## src/rtl/debug_dump_collector_pkg.sv

```systemverilog
// Shared types and defaults for the debug dump collector: FSM states, section codes
// and the default parameter values.
package debug_dump_collector_pkg;

  typedef enum logic [2:0] {
    ST_IDLE,
    ST_PC,
    ST_REGS,
    ST_MEM,
    ST_CHECK,
    ST_DONE
  } state_t;

  localparam logic [1:0] SEC_PC  = 2'd0;
  localparam logic [1:0] SEC_REG = 2'd1;
  localparam logic [1:0] SEC_MEM = 2'd2;

  localparam int DEF_DATA_WIDTH      = 32;
  localparam int DEF_DATA_WIDTH_UART = 8;
  localparam int DEF_N_REGS          = 32;
  localparam int DEF_N_MEM           = 32;
  localparam int DEF_TIMEOUT_CYCLES  = 65536;

  // Index width wide enough for the larger section, never narrower than one bit.
  function automatic int idx_width(input int a, input int b);
    int m;
    m = (a > b) ? a : b;
    return (m > 1) ? $clog2(m) : 1;
  endfunction

endpackage

```

## src/rtl/debug_dump_collector_byte_word_assembler.sv

```systemverilog
// Collects little-endian bytes into a word; the first byte lands in the low bits and
// a registered ready pulse follows the strobe of the word's last byte.
module byte_word_assembler #(
  parameter int DATA_WIDTH = 32,
  parameter int BYTE_WIDTH = 8
) (
  input  logic                  i_clock,
  input  logic                  i_reset,
  input  logic                  i_clear,
  input  logic                  i_byte_valid,
  input  logic [BYTE_WIDTH-1:0] i_byte,
  output logic                  o_last_byte,
  output logic [DATA_WIDTH-1:0] o_word,
  output logic                  o_word_ready
);

  localparam int N_BYTES = DATA_WIDTH / BYTE_WIDTH;
  localparam int CW      = (N_BYTES > 1) ? $clog2(N_BYTES) : 1;
  localparam logic [CW-1:0] LAST = CW'(N_BYTES - 1);

  logic [CW-1:0]         r_count;
  logic [DATA_WIDTH-1:0] r_shift;
  logic [DATA_WIDTH-1:0] r_word;
  logic                  r_word_ready;
  logic [DATA_WIDTH-1:0] w_shift_next;

  generate
    if (N_BYTES == 1) begin : g_single
      assign w_shift_next = i_byte;
    end else begin : g_multi
      assign w_shift_next = {i_byte, r_shift[DATA_WIDTH-1:BYTE_WIDTH]};
    end
  endgenerate

  assign o_last_byte  = i_byte_valid && (r_count == LAST);
  assign o_word       = r_word;
  assign o_word_ready = r_word_ready;

  always_ff @(posedge i_clock or posedge i_reset) begin
    if (i_reset) begin
      r_count      <= '0;
      r_shift      <= '0;
      r_word       <= '0;
      r_word_ready <= 1'b0;
    end else begin
      r_word_ready <= 1'b0;
      if (i_clear) begin
        r_count <= '0;
        r_shift <= '0;
      end else if (i_byte_valid) begin
        r_shift <= w_shift_next;
        if (o_last_byte) begin
          r_count      <= '0;
          r_word       <= w_shift_next;
          r_word_ready <= 1'b1;
        end else begin
          r_count <= r_count + 1'b1;
        end
      end
    end
  end

endmodule

```

## src/rtl/debug_dump_collector.sv

```systemverilog
// Collects one debug dump frame (PC, registers, memory) from a UART byte stream.
// Optional trailing XOR checksum byte is enabled by defining DUMP_CHECKSUM_EN.
module debug_dump_collector
  import debug_dump_collector_pkg::*;
#(
  parameter int DATA_WIDTH      = DEF_DATA_WIDTH,
  parameter int DATA_WIDTH_UART = DEF_DATA_WIDTH_UART,
  parameter int N_REGS          = DEF_N_REGS,
  parameter int N_MEM           = DEF_N_MEM,
  parameter int TIMEOUT_CYCLES  = DEF_TIMEOUT_CYCLES
) (
  input  logic                                   i_clock,
  input  logic                                   i_reset,
  input  logic                                   i_start,
  input  logic                                   i_rx_done,
  input  logic [DATA_WIDTH_UART-1:0]             i_rx_byte,
  output logic                                   o_word_valid,
  output logic [DATA_WIDTH-1:0]                  o_word,
  output logic [1:0]                             o_section,
  output logic [idx_width(N_REGS, N_MEM)-1:0]    o_index,
  output logic                                   o_busy,
  output logic                                   o_frame_done,
  output logic                                   o_error
);

  localparam int IW = idx_width(N_REGS, N_MEM);
  localparam int GW = $clog2(TIMEOUT_CYCLES + 1);
  localparam logic [GW-1:0] GAP_LAST = GW'(TIMEOUT_CYCLES - 1);
  localparam logic [IW-1:0] REG_LAST = IW'(N_REGS - 1);
  localparam logic [IW-1:0] MEM_LAST = IW'(N_MEM - 1);

  state_t        r_state;
  state_t        w_next;
  logic [IW-1:0] r_cnt;
  logic [GW-1:0] r_gap;
  logic [1:0]    r_section;
  logic [IW-1:0] r_index;
  logic          r_error;
  logic          r_frame_done;
  logic          w_collect;
  logic          w_wait;
  logic          w_start;
  logic          w_byte;
  logic          w_timeout;
  logic          w_last;
  logic          w_sec_end;
  logic          w_csum_bad;
  logic [1:0]    w_cur_sec;

  // Byte interface: i_rx_done is a one-cycle strobe qualifying i_rx_byte, no backpressure.
  // Word interface: o_word_valid is a one-cycle strobe; word/section/index hold until the next.
  assign w_collect = (r_state == ST_PC) || (r_state == ST_REGS) || (r_state == ST_MEM);
  assign w_wait    = w_collect || (r_state == ST_CHECK);
  assign w_start   = (r_state == ST_IDLE) && i_start;
  assign w_byte    = w_collect && i_rx_done;
  assign w_timeout = w_wait && !i_rx_done && (r_gap == GAP_LAST);

  byte_word_assembler #(
    .DATA_WIDTH (DATA_WIDTH),
    .BYTE_WIDTH (DATA_WIDTH_UART)
  ) u_asm (
    .i_clock      (i_clock),
    .i_reset      (i_reset),
    .i_clear      (w_start || w_timeout),
    .i_byte_valid (w_byte),
    .i_byte       (i_rx_byte),
    .o_last_byte  (w_last),
    .o_word       (o_word),
    .o_word_ready (o_word_valid)
  );

  always_comb begin
    w_cur_sec = SEC_PC;
    w_sec_end = 1'b0;
    case (r_state)
      ST_PC:   begin w_cur_sec = SEC_PC;  w_sec_end = 1'b1;               end
      ST_REGS: begin w_cur_sec = SEC_REG; w_sec_end = (r_cnt == REG_LAST); end
      ST_MEM:  begin w_cur_sec = SEC_MEM; w_sec_end = (r_cnt == MEM_LAST); end
      default: begin w_cur_sec = SEC_PC;  w_sec_end = 1'b0;               end
    endcase
  end

`ifdef DUMP_CHECKSUM_EN
  logic [DATA_WIDTH_UART-1:0] r_csum;

  always_ff @(posedge i_clock or posedge i_reset) begin
    if (i_reset)     r_csum <= '0;
    else if (w_start) r_csum <= '0;
    else if (w_byte)  r_csum <= r_csum ^ i_rx_byte;
  end

  assign w_csum_bad = (r_state == ST_CHECK) && i_rx_done && (i_rx_byte != r_csum);
`else
  assign w_csum_bad = 1'b0;
`endif

  always_ff @(posedge i_clock or posedge i_reset) begin
    if (i_reset) r_state <= ST_IDLE;
    else         r_state <= w_next;
  end

  always_comb begin
    w_next = r_state;
    if (w_timeout) begin
      w_next = ST_IDLE;
    end else begin
      case (r_state)
        ST_IDLE:  if (i_start) w_next = ST_PC;
        ST_PC:    if (w_last) w_next = ST_REGS;
        ST_REGS:  if (w_last && w_sec_end) w_next = ST_MEM;
`ifdef DUMP_CHECKSUM_EN
        ST_MEM:   if (w_last && w_sec_end) w_next = ST_CHECK;
        ST_CHECK: if (i_rx_done) w_next = ST_DONE;
`else
        ST_MEM:   if (w_last && w_sec_end) w_next = ST_DONE;
`endif
        ST_DONE:  w_next = ST_IDLE;
        default:  w_next = ST_IDLE;
      endcase
    end
  end

  always_ff @(posedge i_clock or posedge i_reset) begin
    if (i_reset) begin
      r_cnt        <= '0;
      r_gap        <= '0;
      r_section    <= SEC_PC;
      r_index      <= '0;
      r_error      <= 1'b0;
      r_frame_done <= 1'b0;
    end else begin
      r_frame_done <= w_timeout || (w_next == ST_DONE);

      if (w_start || w_timeout) r_cnt <= '0;
      else if (w_last)          r_cnt <= w_sec_end ? '0 : r_cnt + 1'b1;

      // The gap counter only runs while a frame is waiting on bytes.
      if (w_start || i_rx_done || !w_wait) r_gap <= '0;
      else                                  r_gap <= r_gap + 1'b1;

      if (w_last) begin
        r_section <= w_cur_sec;
        r_index   <= r_cnt;
      end

      if (w_start)                      r_error <= 1'b0;
      else if (w_timeout || w_csum_bad) r_error <= 1'b1;
    end
  end

  assign o_section    = r_section;
  assign o_index      = r_index;
  assign o_busy       = (r_state != ST_IDLE);
  assign o_frame_done = r_frame_done;
  assign o_error      = r_error;

endmodule

```

## config.mk

```make
export PLATFORM = sky130hd
export DESIGN_NAME = debug_dump_collector
export DESIGN_NICKNAME = d
export VERILOG_FILES = /design/src/rtl/debug_dump_collector_pkg.sv /design/src/rtl/debug_dump_collector_byte_word_assembler.sv /design/src/rtl/debug_dump_collector.sv
export SDC_FILE = /design/constraint.sdc
export NUM_CORES = 1
export LEC_CHECK = 0
export ABC_AREA = 1
export CAP_MARGIN = 20
export CELL_PAD_IN_SITES_DETAIL_PLACEMENT = 1
export CELL_PAD_IN_SITES_GLOBAL_PLACEMENT = 1
export CORE_ASPECT_RATIO = 0.7
export CORE_MARGIN = 1.5
export CORE_UTILIZATION = 37
export CTS_BUF_LIST = sky130_fd_sc_hd__clkbuf_8 sky130_fd_sc_hd__clkbuf_16
export DETAILED_ROUTE_END_ITERATION = 8
export PLACE_DENSITY_LB_ADDON = 0.1
export SETUP_SLACK_MARGIN = 0.5
export SLEW_MARGIN = 10
export SYNTH_ARGS = -nofsm -noshare
export SYNTH_HDL_FRONTEND = slang
export SYNTH_SLANG_ARGS = --single-unit
```

## constraint.sdc

```tcl
create_clock -name i_clock -period 2.8 [get_ports i_clock]
set_clock_uncertainty 0.05 [all_clocks]
set_input_delay 0.42 -clock i_clock [delete_from_list [all_inputs] [get_ports i_clock]]
set_output_delay 0.42 -clock i_clock [all_outputs]
set_load 0.005 [all_outputs]
```

==> flow_metrics.py <==
metrics = {
    "synthesis": {
        "ys_warn_count": 0,
        "synth.yosys.seq_area_share": 0.561,
        "yosys_most_used_dff": "dfrtp_1",
        "avgSynthCellArea_um2": 8.90,
        "yosysUniqueCellTypes": 29,
        "ys_seq_elements": 93,
        "syn-num-nets": 483,
        "async_flop_share": 1.00,
        "netlist_area_um2": 4150,
        "synth-edff-count": 0,
        "synthCells": 466,
    },
    "critical_path": {
        "start_kind": "flop",
        "path_max_fanout": 13,
        "critPathKind": "flop to flop",
        "endpoint_kind": "flop",
        "cp.arrival_ns": 2.35,
        "cp.required_ns": 2.98,
        "reg2reg_depth": 12,
        "reg2reg_from": "r_gap[0]",
        "reg2reg_slack_ns": 0.63,
        "rr_endpoint": "u_asm.r_shift[14]",
    },
    "route": {
        "drt_iter0_drc": 126,
        "vias_per_cell": 4.78,
        "ant_nets": 0,
        "wl_per_cell_um": 14.9,
        "routed_wirelength_um": 10300,
        "drc": 0,
        "vias": 3287,
        "first_pass_iters": 4,
    },
    "final_layout": {
        "nets": 547,
        "n_antenna_cell": 0,
        "nFillCells": 1299,
        "final_common_cell": "nand2_1",
        "syn_to_final_growth_pct": 27.0,
        "drive_above_1_share": 0.146,
        "mostFrequentLayoutCells": "nand2_1 (196), dfrtp_1 (93), clkdlybuf4s50_1 (54)",
        "fin_util": 0.480,
    },
    "die": {
        "die_h_um": 91.6,
        "start_util": 0.378,
        "coreArea_um2": 11000,
        "die_w_um": 130,
        "row_count": 32,
        "pin_count": 55,
        "die_area_um2": 11900,
    },
    "grt": {
        "grt_pass1_vias": 3557,
        "grt_max_degree": 36,
        "grt.total_usage": 0.191,
        "grt_first_pass_wirelength_um": 17600,
        "antenna_found_initial": 0,
        "grt_overflow_total": 0,
    },
    "clock_network": {
        "cts_buffers": 9,
        "h-tree-depth": 3,
        "postCtsHoldBufs": 0,
        "cts_buffer_depth": 2,
        "cts_tree": "yes",
        "cts.sinks": 93,
        "clkTransAtPathRegs_ns": 0.07,
        "clk-insertion-delay-late_ns": 0.34,
        "cts_root_buf": "clkbuf_16",
    },
    "min_path": {
        "hp-class": "input port to async pin",
    },
    "status": {
        "status": "complete, no violations",
    },
    "pwr": {
        "p_total_mw": 4.83,
        "p_leak_nw": 2.46,
        "power.density_nw_per_um2": 918,
        "combinationalPowerShare": 0.315,
        "p_int_mw": 3.26,
        "ir_drop_mv": 0.362,
        "clockPowerShare": 0.259,
        "swShare": 0.325,
        "switchingPower_mw": 1.57,
        "power_frac_seq": 0.426,
    },
    "timing": {
        "totalNegativeSetupSlack_ns": 0,
        "slew_viol_final": 0,
        "setup_viol": 0,
        "relSlewSlack": 0.634,
        "hold_viol": 0,
        "rsz0062_at_grt": "false",
        "max_slew.worst_pin.slew_ns": 0.547,
        "fin_crit_ns": 2.17,
        "clock.fmax_mhz": 460,
        "min_period_over_period": 0.776,
        "hold_slack_ns": 0.426,
    },
    "place": {
        "gp_congestion": 0.846,
        "portBuffers": 54,
        "dp_hpwl_um": 6770,
    },
    "run": {
        "cap_violations": 0,
    },
}
-- kinds of logic after synthesis --
logic type	synth area share
and+or+nand+nor	0.288
DFF	0.561
AOI/OAI and AO/OA	0.0803
buffers and inverters	0.0531
adders and majority gates	0.0151
xor gates and xnor gates	0.00211
-- metal layers --
| layer | global-route usage | wire (um) | vias to the layer above |
|---|---|---|---|
| met4 | 0.0481 | 95 | 0 |
| li1 | - | - | 1606 |
| met1 | 0.261 | 5040 | 1634 |
| met5 | 0 | 0 | - |
| met2 | 0.305 | 4850 | 39 |
| met3 | 0.0477 | 291 | 8 |
-- power by group through the flow --
stage               clock network, mW  logic [mW]  registers [mW]
floorplan                           0       0.802            2.04
global placement                    0        1.45            2.07
detailed placement                  0        1.50            2.08
CTS                              1.29        1.54            2.06
global route                     1.35        1.72            2.12
finish                           1.25        1.52            2.06
-- stage by stage --
step | instance area (um^2) | cells | setup WS (ns)
after detailed placement | 4850 | 666 | 0.292
after global placement | 4850 | 666 | 0.429
after global routing | 5260 | 688 | 0.460
after floorplan | 4150 | 466 | 0.750
final | 5260 | 688 | 0.627
after CTS | 5240 | 686 | 0.505
-- cell usage after synthesis, types with 3 or more instances --
cell	number	area, um^2
nand4_1	9	56.3
ha_1	5	62.6
inv_2	5	18.8
buf_6	5	56.3
nand2_4	4	45.0
buf_2	8	40.0
nor3_1	4	20.0
a21oi_2	20	175
a21oi_1	19	95.1
nand2_1	196	736
nand2_2	3	18.8
inv_1	26	97.6
nor2_1	23	86.3
o21ai_0	6	30.0
dfrtp_1	93	2330
nand3_1	21	105
-- critical path: stages, from the launching register on --
cell and delay [ns]:
dfrtp_1 0.38, ha_2 0.21, nand3_2 0.13, nor2_2 0.18
nand3_1 0.13, nor2_1 0.11, nand3_1 0.09, nor2_1 0.11
ha_2 0.20, nand4_4 0.09, buf_12 0.17, nand2_8 0.14
a21oi_2 0.05
-- what timing repair did --
item	CTS	global route
setup endpoints to repair	26	35
gates cloned	2	0
buffers inserted	2	2
pin swaps	2	1
resized for setup	3	4
-- worst max-delay path by stage --
stage | startpoint | slack (ns) | to | depth (start not counted)
6_report | r_gap[0] | 0.63 | u_asm.r_shift[14] | 12
4_1_cts | r_gap[0] | 0.51 | u_asm.r_shift[22] | 12
5_1_grt | r_gap[0] | 0.46 | u_asm.r_shift[22] | 12
3_5_place_dp | r_gap[0] | 0.29 | u_asm.r_count[1] | 11
3_3_place_gp | r_gap[0] | 0.43 | u_asm.r_shift[27] | 11
2_1_floorplan | r_gap[0] | 0.75 | r_cnt[0] | 12
-- flip-flops by register name (all words and copies together) (netlist names) --
register	count
u_asm.o_word	32
o_error	1
r_cnt	5
u_asm.r_shift	24
r_gap	17
o_index	5
r_state	3
u_asm.o_word_ready	1
o_section	2
u_asm.r_count	2
o_frame_done	1
-- layout make-up --
class	instances	area (um^2)	share of cell area
sequential	93	2330	0.442
multi-input combinational	329	1660	0.315
timing repair buffer	66	656	0.125
clock buffer	10	239	0.0454
tap	153	191	0.0364
inverter	31	120	0.0228
clock inverter	6	70.1	0.0133
Power figures use the tool's default switching activity.
